File: src/rtl/player_pkg.sv
`default_nettype none
// +----------------------------------------------------------------------+
// | player_pkg: shared types and constants for the audio playback engine |
// | Revision: 1.0                                                        |
// +----------------------------------------------------------------------+
package player_pkg;

    localparam int ADDR_W   = 23;
    localparam int SAMPLE_W = 16;

    localparam logic [ADDR_W-1:0] HDR_HI_OFS = 23'd0;
    localparam logic [ADDR_W-1:0] HDR_LO_OFS = 23'd1;
    localparam logic [ADDR_W-1:0] DATA_OFS   = 23'd2;

    typedef enum logic [2:0] {
        S_IDLE   = 3'd0,
        S_HDR_HI = 3'd1,
        S_HDR_LO = 3'd2,
        S_STREAM = 3'd3,
        S_DRAIN  = 3'd4,
        S_ABORT  = 3'd5,
        S_DONE   = 3'd6
    } state_t;

endpackage
`default_nettype wire

File: src/rtl/player_fifo.sv
`default_nettype none
// +----------------------------------------------------------------------+
// | player_fifo: synchronous show-ahead FIFO with flush                  |
// | Revision: 1.0                                                        |
// +----------------------------------------------------------------------+
module player_fifo #(
    parameter int DEPTH = 4,
    parameter int WIDTH = 16
) (
    input  logic                     clk_i,
    input  logic                     rst_ni,
    input  logic                     flush_i,
    input  logic                     push_i,
    input  logic [WIDTH-1:0]         wdata_i,
    input  logic                     pop_i,
    output logic [WIDTH-1:0]         rdata_o,
    output logic [$clog2(DEPTH):0]   count_o,
    output logic                     empty_o,
    output logic                     full_o
);

    localparam int AW = $clog2(DEPTH);
    localparam int CW = AW + 1;

    logic [WIDTH-1:0] mem_q [DEPTH];
    logic [AW-1:0]    wr_q;
    logic [AW-1:0]    rd_q;
    logic [CW-1:0]    cnt_q;
    logic             w_push;
    logic             w_pop;

    assign empty_o = (cnt_q == '0);
    assign full_o  = (cnt_q == CW'(DEPTH));
    assign count_o = cnt_q;
    assign rdata_o = mem_q[rd_q];
    assign w_push  = push_i & ~full_o;
    assign w_pop   = pop_i & ~empty_o;

    always_ff @(posedge clk_i) begin
        if (w_push) begin
            mem_q[wr_q] <= wdata_i;
        end
    end

    // Pointers wrap naturally because DEPTH is a power of two.
    always_ff @(posedge clk_i or negedge rst_ni) begin
        if (!rst_ni) begin
            wr_q  <= '0;
            rd_q  <= '0;
            cnt_q <= '0;
        end else if (flush_i) begin
            wr_q  <= '0;
            rd_q  <= '0;
            cnt_q <= '0;
        end else begin
            if (w_push) wr_q <= wr_q + AW'(1);
            if (w_pop)  rd_q <= rd_q + AW'(1);
            if (w_push && !w_pop)      cnt_q <= cnt_q + CW'(1);
            else if (!w_push && w_pop) cnt_q <= cnt_q - CW'(1);
        end
    end

endmodule
`default_nettype wire

File: src/rtl/audio_player.sv
`default_nettype none
// +----------------------------------------------------------------------+
// | audio_player: header-driven track streamer feeding a DAC via FIFO    |
// | Revision: 1.0                                                        |
// +----------------------------------------------------------------------+
module audio_player
    import player_pkg::*;
#(
    parameter int FIFO_DEPTH = 4
) (
    input  logic                i_clk,
    input  logic                i_rst,
    input  logic                play_start,
    input  logic [ADDR_W-1:0]   play_select,
    input  logic                play_pause,
    input  logic                play_stop,
    output logic                play_done,
    output logic [ADDR_W-1:0]   o_mem_addr,
    output logic                o_mem_read,
    input  logic                i_mem_waitrequest,
    input  logic [SAMPLE_W-1:0] i_mem_readdata,
    input  logic                i_mem_readdatavalid,
    input  logic                i_sample_req,
    output logic [SAMPLE_W-1:0] o_sample,
    output logic                o_underrun
);

    localparam int CW = $clog2(FIFO_DEPTH) + 1;

    state_t              state_q, state_d;
    logic [ADDR_W-1:0]   base_q, base_d;
    logic [ADDR_W-1:0]   addr_q, addr_d;
    logic [ADDR_W-1:0]   len_q, len_d;
    logic [ADDR_W-1:0]   fetched_q, fetched_d;
    logic [ADDR_W-1:0]   mem_addr_q, mem_addr_d;
    logic                mem_read_q, mem_read_d;
    logic                pend_q, pend_d;
    logic [SAMPLE_W-1:0] sample_q, sample_d;
    logic                underrun_q, underrun_d;

    logic                fifo_flush, fifo_push, fifo_pop;
    logic                fifo_empty, fifo_full;
    logic [SAMPLE_W-1:0] fifo_rdata;
    logic [CW-1:0]       fifo_count;

    logic                w_accept, w_rdv, w_inflight, w_active;
    logic [CW-1:0]       w_level;
    logic [ADDR_W-1:0]   w_len;

    player_fifo #(
        .DEPTH (FIFO_DEPTH),
        .WIDTH (SAMPLE_W)
    ) u_fifo (
        .clk_i   (i_clk),
        .rst_ni  (i_rst),
        .flush_i (fifo_flush),
        .push_i  (fifo_push),
        .wdata_i (i_mem_readdata),
        .pop_i   (fifo_pop),
        .rdata_o (fifo_rdata),
        .count_o (fifo_count),
        .empty_o (fifo_empty),
        .full_o  (fifo_full)
    );

    assign w_accept   = mem_read_q & ~i_mem_waitrequest;
    assign w_rdv      = i_mem_readdatavalid & pend_q;
    assign w_inflight = mem_read_q | (pend_q & ~w_rdv);
    assign w_active   = (state_q == S_STREAM) || (state_q == S_DRAIN);
    assign w_level    = fifo_count + CW'(pend_q);

    always_comb begin
        state_d    = state_q;
        base_d     = base_q;
        addr_d     = addr_q;
        len_d      = len_q;
        fetched_d  = fetched_q;
        mem_addr_d = mem_addr_q;
        mem_read_d = mem_read_q;
        pend_d     = pend_q;
        sample_d   = sample_q;
        underrun_d = underrun_q;
        fifo_flush = 1'b0;
        fifo_push  = 1'b0;
        fifo_pop   = 1'b0;
        w_len      = {len_q[ADDR_W-1:16], i_mem_readdata};

        if (w_accept) begin
            mem_read_d = 1'b0;
            pend_d     = 1'b1;
        end
        if (w_rdv) pend_d = 1'b0;

        if (i_sample_req) begin
            if (w_active && !play_pause && !fifo_empty) begin
                fifo_pop = 1'b1;
                sample_d = fifo_rdata;
            end else begin
                sample_d = '0;
                if (w_active && !play_pause) underrun_d = 1'b1;
            end
        end

        case (state_q)
            S_IDLE: begin
                if (play_start) begin
                    base_d     = play_select;
                    mem_addr_d = play_select + HDR_HI_OFS;
                    mem_read_d = 1'b1;
                    len_d      = '0;
                    fetched_d  = '0;
                    sample_d   = '0;
                    underrun_d = 1'b0;
                    fifo_flush = 1'b1;
                    state_d    = S_HDR_HI;
                end
            end
            S_HDR_HI: begin
                if (w_rdv) begin
                    len_d[ADDR_W-1:16] = i_mem_readdata[6:0];
                    mem_addr_d         = base_q + HDR_LO_OFS;
                    mem_read_d         = 1'b1;
                    state_d            = S_HDR_LO;
                end
            end
            S_HDR_LO: begin
                if (w_rdv) begin
                    len_d = w_len;
                    if (w_len == '0) begin
                        state_d = S_DONE;
                    end else begin
                        mem_addr_d = base_q + DATA_OFS;
                        addr_d     = base_q + DATA_OFS + ADDR_W'(1);
                        mem_read_d = 1'b1;
                        fetched_d  = ADDR_W'(1);
                        state_d    = S_STREAM;
                    end
                end
            end
            S_STREAM: begin
                if (w_rdv) begin
                    fifo_push = ~fifo_full;
                    if (fetched_q == len_q) state_d = S_DRAIN;
                end
                if (!mem_read_q && !pend_q && (fetched_q < len_q) &&
                    (w_level < CW'(FIFO_DEPTH))) begin
                    mem_addr_d = addr_q;
                    mem_read_d = 1'b1;
                    addr_d     = addr_q + ADDR_W'(1);
                    fetched_d  = fetched_q + ADDR_W'(1);
                end
            end
            S_DRAIN: begin
                if (fifo_empty) state_d = S_DONE;
            end
            S_ABORT: begin
                if (w_rdv) state_d = S_DONE;
            end
            S_DONE: begin
                state_d = S_IDLE;
            end
            default: begin
                state_d = S_IDLE;
            end
        endcase

        // Stop cancels any read not yet on the bus; one already presented must finish.
        if (play_stop && (state_q inside {S_HDR_HI, S_HDR_LO, S_STREAM, S_DRAIN})) begin
            fifo_flush = 1'b1;
            fifo_push  = 1'b0;
            mem_read_d = mem_read_q & ~w_accept;
            mem_addr_d = mem_addr_q;
            state_d    = w_inflight ? S_ABORT : S_DONE;
        end
    end

    always_ff @(posedge i_clk or negedge i_rst) begin
        if (!i_rst) begin
            state_q    <= S_IDLE;
            base_q     <= '0;
            addr_q     <= '0;
            len_q      <= '0;
            fetched_q  <= '0;
            mem_addr_q <= '0;
            mem_read_q <= 1'b0;
            pend_q     <= 1'b0;
            sample_q   <= '0;
            underrun_q <= 1'b0;
        end else begin
            state_q    <= state_d;
            base_q     <= base_d;
            addr_q     <= addr_d;
            len_q      <= len_d;
            fetched_q  <= fetched_d;
            mem_addr_q <= mem_addr_d;
            mem_read_q <= mem_read_d;
            pend_q     <= pend_d;
            sample_q   <= sample_d;
            underrun_q <= underrun_d;
        end
    end

    assign play_done  = (state_q == S_DONE);
    assign o_mem_addr = mem_addr_q;
    assign o_mem_read = mem_read_q;
    assign o_sample   = sample_q;
    assign o_underrun = underrun_q;

endmodule
`default_nettype wire

File: config.mk
export PLATFORM = sky130hd
export DESIGN_NAME = audio_player
export DESIGN_NICKNAME = d
export VERILOG_FILES = /design/src/rtl/player_pkg.sv /design/src/rtl/player_fifo.sv /design/src/rtl/audio_player.sv
export SDC_FILE = /design/constraint.sdc
export NUM_CORES = 1
export LEC_CHECK = 0
export BUFFER_PORTS_ARGS = -buffer_cell sky130_fd_sc_hd__buf_2
export CORE_MARGIN = 2
export CORE_UTILIZATION = 30
export CTS_CLUSTER_SIZE = 12
export DETAILED_ROUTE_END_ITERATION = 10
export PLACE_DENSITY = 0.44
export SLEW_MARGIN = 5
export SYNTH_ARGS = -nofsm -noshare
export SYNTH_HDL_FRONTEND = slang
export SYNTH_SLANG_ARGS = --single-unit
export TNS_END_PERCENT = 20
File: constraint.sdc
create_clock -name i_clk -period 4.7 [get_ports i_clk]
set_clock_uncertainty 0.05 [all_clocks]
set_input_delay 0.235 -clock i_clk [delete_from_list [all_inputs] [get_ports i_clk]]
set_output_delay 0.235 -clock i_clk [all_outputs]
set_load 0.02 [all_outputs]
# Yosys cells after proc, flatten, opt, wreduce, memory -nomap -nowiden

Memories as Yosys holds them, arrays and structs flattened.
Cells that the tools add are included.

Register bits: 144
Latch bits: 0
Memory bits (writable): 64
Memory bits (read-only): 0
Logic and storage cells: 162
Memories: 1

Add/sub/neg operators: 10
Multipliers: 0
Div/mod/pow operators: 0
Order comparisons: 2
Equality and inequality tests: 20
Shift-type cells: 0
Multiplexer cells: 66
Bitwise operators: 14
Reductions and logical operators: 35

Memory list:

| name         | words | bits a word | rd ports | clocked after memory_dff | wr ports | line              | source |
|---|---|---|---|---|---|---|---|
| u_fifo.mem_q | 4     | 16          | 1        | 0                        | 1        | player_fifo.sv:25 | `logic [WIDTH-1:0] mem_q [DEPTH];` |

Operator list:

| cell                                                   | number |
|---|---|
| two-way mux 23 bit                                     | 12 |
| adder 23 x 1 -> 23 bit (second input constant)         | 4 |
| one-hot mux 23 bit (4 select lines)                    | 1 |
| two-way mux 16 bit                                     | 5 |
| one-hot mux 23 bit (3 select lines)                    | 1 |
| one-hot mux 23 bit (2 select lines)                    | 1 |
| two-way mux 3 bit                                      | 12 |
| one-hot mux 16 bit (2 select lines)                    | 1 |
| two-way mux 1 bit                                      | 24 |
| adder 23 x 2 -> 23 bit (second input constant)         | 1 |
| == test 23 bit                                         | 1 |
| zero test 23 bit                                       | 1 |
| < comparator 23 bit                                    | 1 |
| one-hot mux 7 bit (3 select lines)                     | 1 |
| one-hot mux 3 bit (6 select lines)                     | 1 |
| AND reduction 7 bit                                    | 2 |
| == test 3 bit (second input constant)                  | 4 |
| inequality test 3 x 2 -> 1 bit (second input constant) | 4 |
| nonzero test 2 bit                                     | 6 |
| two-way mux 2 bit                                      | 5 |
| logical AND 1 bit                                      | 8 |
| inequality test 2 bit (second input constant)          | 4 |
| AND reduction 4 bit                                    | 2 |
| nonzero test 4 bit                                     | 2 |
| 22 further kinds                                       | 43 |

# Depth between registers and ports, before layout

Depth in word-level cells: 11
Depth in mapped cells: 16
Gate-level depth less buffers: 10

# Cells and area by module

Synthesis repeated with hierarchy kept, for this count alone.

Cell total of the unflattened synthesis: 1260
Area total of the unflattened synthesis: 11950.2 µm²

Modules (own cells, without submodules):

| module       | instances | cells an instance | area each (µm²) | sequential area each (µm²) |
|---|---|---|---|---|
| audio_player | 1         | 1114              | 9059.9          | 3428.3 |
| player_fifo  | 1         | 146               | 2890.3          | 2097.0 |

# Worst setup path after synthesis

OpenSTA, ideal clock, no wires.

Path kind: reg2reg
Start: register state_q[0]
End: register addr_q[18]
Data arrival time: 4.044 ns
Data required time: 4.585 ns
Path slack: 0.541 ns
Cell stages (with the launch flop): 17
Path buffers: 6
Clock period less this slack: 4.159 ns
Cell sequence: dfrtp_1 > clkbuf_1 > nand3b_1 > clkbuf_1 > clkbuf_1 > buf_1 > clkbuf_1 > buf_1 > nor2_1 > a21oi_1 > ha_1 > o211ai_1 > a211oi_1 > nand4b_2 > a2111oi_2 > mux2i_1 > o211a_1

Cells in the longest elaborated chain, start to end: 3
Elaborated cells between the ends (all ways): 8
Those cells by class: 5 x eq/ne; 1 x mux; 2 x reduce/logical

RTL lines:

| element                                                        | line                | source |
|---|---|---|
| from (decl)                                                    | audio_player.sv:30  | `state_t state_q, state_d;` |
| from (signal assigned)                                         | audio_player.sv:190 | `state_q <= state_d;` |
| == test 3 x 2 -> 1 bit                                         | audio_player.sv:104 | `case (state_q)` |
| inequality test 2 bit (no source line) (tied with other cells) | -                   |  |
| AND reduction 4 bit (no source line)                           | -                   |  |
| to (signal assigned)                                           | audio_player.sv:192 | `addr_q <= addr_d;` |
| to (decl)                                                      | audio_player.sv:32  | `logic [ADDR_W-1:0] addr_q, addr_d;` |

Several ways; a longest one is shown, not always the timed one.
A chain may end at the register's enable or synchronous reset.

# Worst setup path after layout

Ends and elaborated chain as after synthesis.

==> results.md <==
- Library cell occupying the most area in the post-synthesis netlist: sky130_fd_sc_hd__dfrtp_1
- Crit-path max FO: 19
- Placeable core area: 38600 sq um
- Path category of the worst min-delay check: primary input to flop
- Area fraction in compound gates after synthesis: 0.168
- Drt first-iter violations: ~540
- Worst vdd rail ir drop: between 0.0003 and 0.0004 V
- Cell occurring most often along the worst timing path: sky130_fd_sc_hd__buf_4
- Time the worst path needs with I/O delays and setup: between 3 and 4 ns
- Clock-pin slew reported for the worst setup and hold paths after clock tree synthesis: about 0.060 ns
- Standard-cell row count: between 70 and 80
- Critical-path cell with the highest stage delay: sky130_fd_sc_hd__dfrtp_1
- Number of max-capacitance violations reported: 0
- Placed wire-length estimate: ~26000 um
- Mean instance size in the synthesized netlist: approximately 9.4 sq um
- Distinct cell type count after synthesis: 75
- Final cell count without fillers: around 1900
- Later-pin clock latency in the skew report: approximately 0.55 ns
- Post-CTS Repair Setup Buffers: 0
- Cells along the critical path: nand3b_1 > buf_4 > a21oi_1 > ha_1 > o211ai_1 > a211oi_1 > buf_4 > nand4b_2 > a2111oi_2 > mux2i_1 > o211a_1
- CTS H-tree lvls: 1
- Die Height: 201 um
- Setup-failing EPs final: 0
- Antenna Violating Nets Remaining: 0
- Max Buffers Root-to-Sink: 3
- Combinational power share: 0.426
- Remaining routing DRC violations: 0
- Leakage: between 0.005 and 0.006 uW
- Clock tree from TritonCTS: done
- Worst EP required: ~5.1 ns
- Synth cell count leaders: sky130_fd_sc_hd__nand2_1, sky130_fd_sc_hd__dfrtp_1, sky130_fd_sc_hd__nor2_1
- Net count after synthesis: 1319
- Placed standard-cell area: around 13000 sq um
- Rel. slew slack: 0.176
- Clock power share: 0.238
- Element type at the critical path end: flop
- Pins Over Slew Limit: 0
- Cell types occupying the most area after synthesis: sky130_fd_sc_hd__dfrtp_1, sky130_fd_sc_hd__edfxtp_1, sky130_fd_sc_hd__nand2_1, sky130_fd_sc_hd__o21ai_0, sky130_fd_sc_hd__nor2_1
- Area share of the largest cell type after synthesis: 0.308
- Routed metal-1 wirelength: 17300 um
- Synth Flop Type: sky130_fd_sc_hd__dfrtp_1
- Post-synthesis register bit count: roughly 210
- Run status: finished, final reports clean
- Antenna violations before repair: 1
- # nets final: about 1400
- Detailed-route wire length per cell: between 15 and 20 um
- Multiplexer fraction of the synthesized cell area: 0.0524
- Slew at the pin with the worst max-slew slack: around 1.2 ns
- RSZ-0062 raised after global routing: false
- Total detailed-routing wirelength: ~37000 um
- Post-DR vias/cell: 5.21
- Number of ports placed on the die boundary: 89
- Global-route usage over all layers: 0.182
- Sort of element at the start of the critical path: flop
- Die Width: 201 um
- Fraction of registers with async set or reset after synthesis: 0.692
- First-pass GRT wire length: 58200 um
- Area growth from synthesis to final layout: 20.3%
- Largest incremental delay on the critical path: approximately 0.62 ns
- Via count of the first global-routing pass: ~9600
- Top Layer Used: met4
- Routed length on met2: roughly 18000 um
- Util after Layout: 0.365
- Effective utilization at floorplan: 0.303
- Count of warnings emitted by yosys: 0
- Sequential share of power: 0.337
- Via Count: about 10000
- Cell type group with the largest total delay on the critical path: compound AO/OA/AOI/OAI gates
- GP Congestion: ~0.85
- Number of placed cells counting well taps: ~1800
- Part of the Yosys area used for sequential elements: 0.472
- Worst setup path class: flop to flop
- Synthesized cell area: between 10000 and 15000 sq um
- Met3 WL post-DR: roughly 1600 um
- Power density over the cells: 620 nW/um^2
- Net switching power figure: 3770 uW
- Pin count of the biggest net entering global routing: between 80 and 90
- Crit path buf inv count: 2
- Layout cell share with drive strength beyond 1: 0.149
- Number of port buffers: between 80 and 90
- Cells after Synth: roughly 1200
- Basic-gate share of the synthesized area counting and, or, nand and nor cells: 0.202
- Area share of fa/ha/maj cells after synthesis: 0.0349
- Switching power as a share of total power: 0.432
- Final design instance area without fill: roughly 14000 sq um
- Maximum frequency from static timing analysis: between 0.2 and 0.3 GHz
- Main combinational cell family by area after synthesis: simple AND/OR/NAND/NOR gates
- Clock buffer count from CTS: 26
- Synthesized-area fraction occupied by xor and xnor cells: 0.0344
- Most frequently used cell type in the post-synthesis netlist: sky130_fd_sc_hd__nand2_1
- Area enclosed by the die boundary: between 40000 and 50000 sq um
- Setup slack of the most critical reg-to-reg path: ~1.1 ns
- Data arrival time of the critical path: slightly above 4 ns
- Int Pwr: approximately 5000 uW
- Total count of hold-check failures in the final report: 0
- Clock sink count: between 200 and 250
- Clk root buf: sky130_fd_sc_hd__clkbuf_16
- Number of detailed-route iterations in the first pass: 5
- Congestion Overflow GR: 0
- Accumulated negative setup slack: 0 ns
- Final period util: 0.771
- Number of synthesized flops with an enable pin: 64
-- worst paths after layout --
check / startpoint / end / depth (start not counted)
worst max register to register: state_q[0]$_DFFE_PN0P_ / addr_q[18]$_DFFE_PN0P_ / 11
max in group asynchronous: i_rst / base_q[8]$_DFFE_PN0P_ / 3
worst max-delay path: state_q[0]$_DFFE_PN0P_ / addr_q[18]$_DFFE_PN0P_ / 11
min in group asynchronous: i_rst / o_sample[9]$_DFF_PN0_ / 2
worst min-delay path: i_mem_readdatavalid / state_q[1]$_DFFE_PN0P_ / 5
worst min register to register: o_mem_addr[17]$_DFFE_PN0P_ / o_mem_addr[17]$_DFFE_PN0P_ / 2
-- per-layer routing --
metal | GRT usage | vias up
li1 | - | 4745
met4 | 0.0376 | 0
met2 | 0.303 | 207
met3 | 0.0301 | 37
met5 | 0 | -
met1 | 0.251 | 4850
-- repair_timing --
item | in CTS | in global routing
setup endpoints to repair | 0 | 0
hold endpoints to repair | 199 | 0
hold buffers | 43 | 0
gates resized for setup | 0 | 0
-- per-stage QoR --
stage | hold WS, ns | total power [uW] | setup slack, ns
finish | 0.0768 | 8720 | 1.07
global route | 0.103 | 9370 | 0.861
CTS | 0.0552 | 8810 | 1.14
detailed placement | 0.290 | 6660 | 1.18
global placement | 0.297 | 6620 | 1.24
floorplan | -0.111 | 5310 | 0.541
-- cell type report --
cell class	instances	area, sq um
antenna	1	2.50
multi-input combinational	924	5780
clock buffer	34	721
timing repair buffer	161	1100
tap	518	648
clock inverter	14	176
fill	3973	24500
inverter	30	113
sequential	208	5530
-- sequential cells by signal (all words and copies together) (netlist names) --
signal          cells
u_fifo.wr_q         2
fetched_q          23
addr_q             23
u_fifo.rd_q         2
state_q             3
u_fifo.mem_q       64
len_q              23
base_q             23
o_sample           16
pend_q              1
o_mem_read          1
o_underrun          1
o_mem_addr         23
u_fifo.count_o      3
-- worst min-delay path: stages --
cell,delay [ns]
sky130_fd_sc_hd__buf_2,0.12
sky130_fd_sc_hd__nor2b_1,0.07
sky130_fd_sc_hd__nor2_1,0.09
sky130_fd_sc_hd__o2bb2ai_1,0.07
sky130_fd_sc_hd__nand2_1,0.05
-- placed cells by master (no fill, tap or decap), types with 9 or more instances in the layout --
master / netlist / final
sky130_fd_sc_hd__o22ai_1: 11 / 11
sky130_fd_sc_hd__buf_2: 10 / 87
sky130_fd_sc_hd__nor2b_1: 27 / 27
sky130_fd_sc_hd__ha_1: 31 / 31
sky130_fd_sc_hd__edfxtp_1: 64 / 64
sky130_fd_sc_hd__dfrtp_1: 144 / 143
sky130_fd_sc_hd__o31ai_1: 33 / 33
sky130_fd_sc_hd__dlygate4sd3_1: 0 / 43
sky130_fd_sc_hd__nor3_1: 29 / 27
sky130_fd_sc_hd__buf_4: 0 / 30
sky130_fd_sc_hd__nand3_1: 29 / 29
sky130_fd_sc_hd__o21ai_0: 92 / 91
sky130_fd_sc_hd__inv_1: 30 / 30
sky130_fd_sc_hd__nor4_1: 10 / 10
sky130_fd_sc_hd__and3_1: 18 / 17
sky130_fd_sc_hd__xnor2_1: 22 / 22
sky130_fd_sc_hd__clkbuf_16: 0 / 26
sky130_fd_sc_hd__nor2_1: 104 / 104
sky130_fd_sc_hd__mux4_2: 16 / 16
sky130_fd_sc_hd__nand4_1: 20 / 20
sky130_fd_sc_hd__a211oi_1: 9 / 9
sky130_fd_sc_hd__mux2i_1: 14 / 14
sky130_fd_sc_hd__nand2_1: 203 / 203
sky130_fd_sc_hd__xor2_1: 24 / 24
sky130_fd_sc_hd__a31oi_1: 14 / 14
sky130_fd_sc_hd__a21oi_1: 70 / 70
sky130_fd_sc_hd__mux2_2: 10 / 10
-- power groups by stage --
stage / sequential (uW) / combinational, uW / clock [uW]
global route: 3010 / 4150 / 2220
floorplan: 2790 / 2530 / 0
global placement: 2960 / 3660 / 0
finish: 2940 / 3710 / 2070
detailed placement: 2960 / 3700 / 0
CTS: 2930 / 3740 / 2140
-- cell families (layout without fill, tap and decap cells) --
kind of cell | after synthesis | in the layout
simple gates | 499 | 499
compound gates | 307 | 307
flops | 208 | 208
buf+inv | 108 | 239
xor+xnor | 46 | 46
mux | 40 | 40
fa+ha+maj | 32 | 32
other cells | 0 | 1
(Power assumes the default switching activity.)
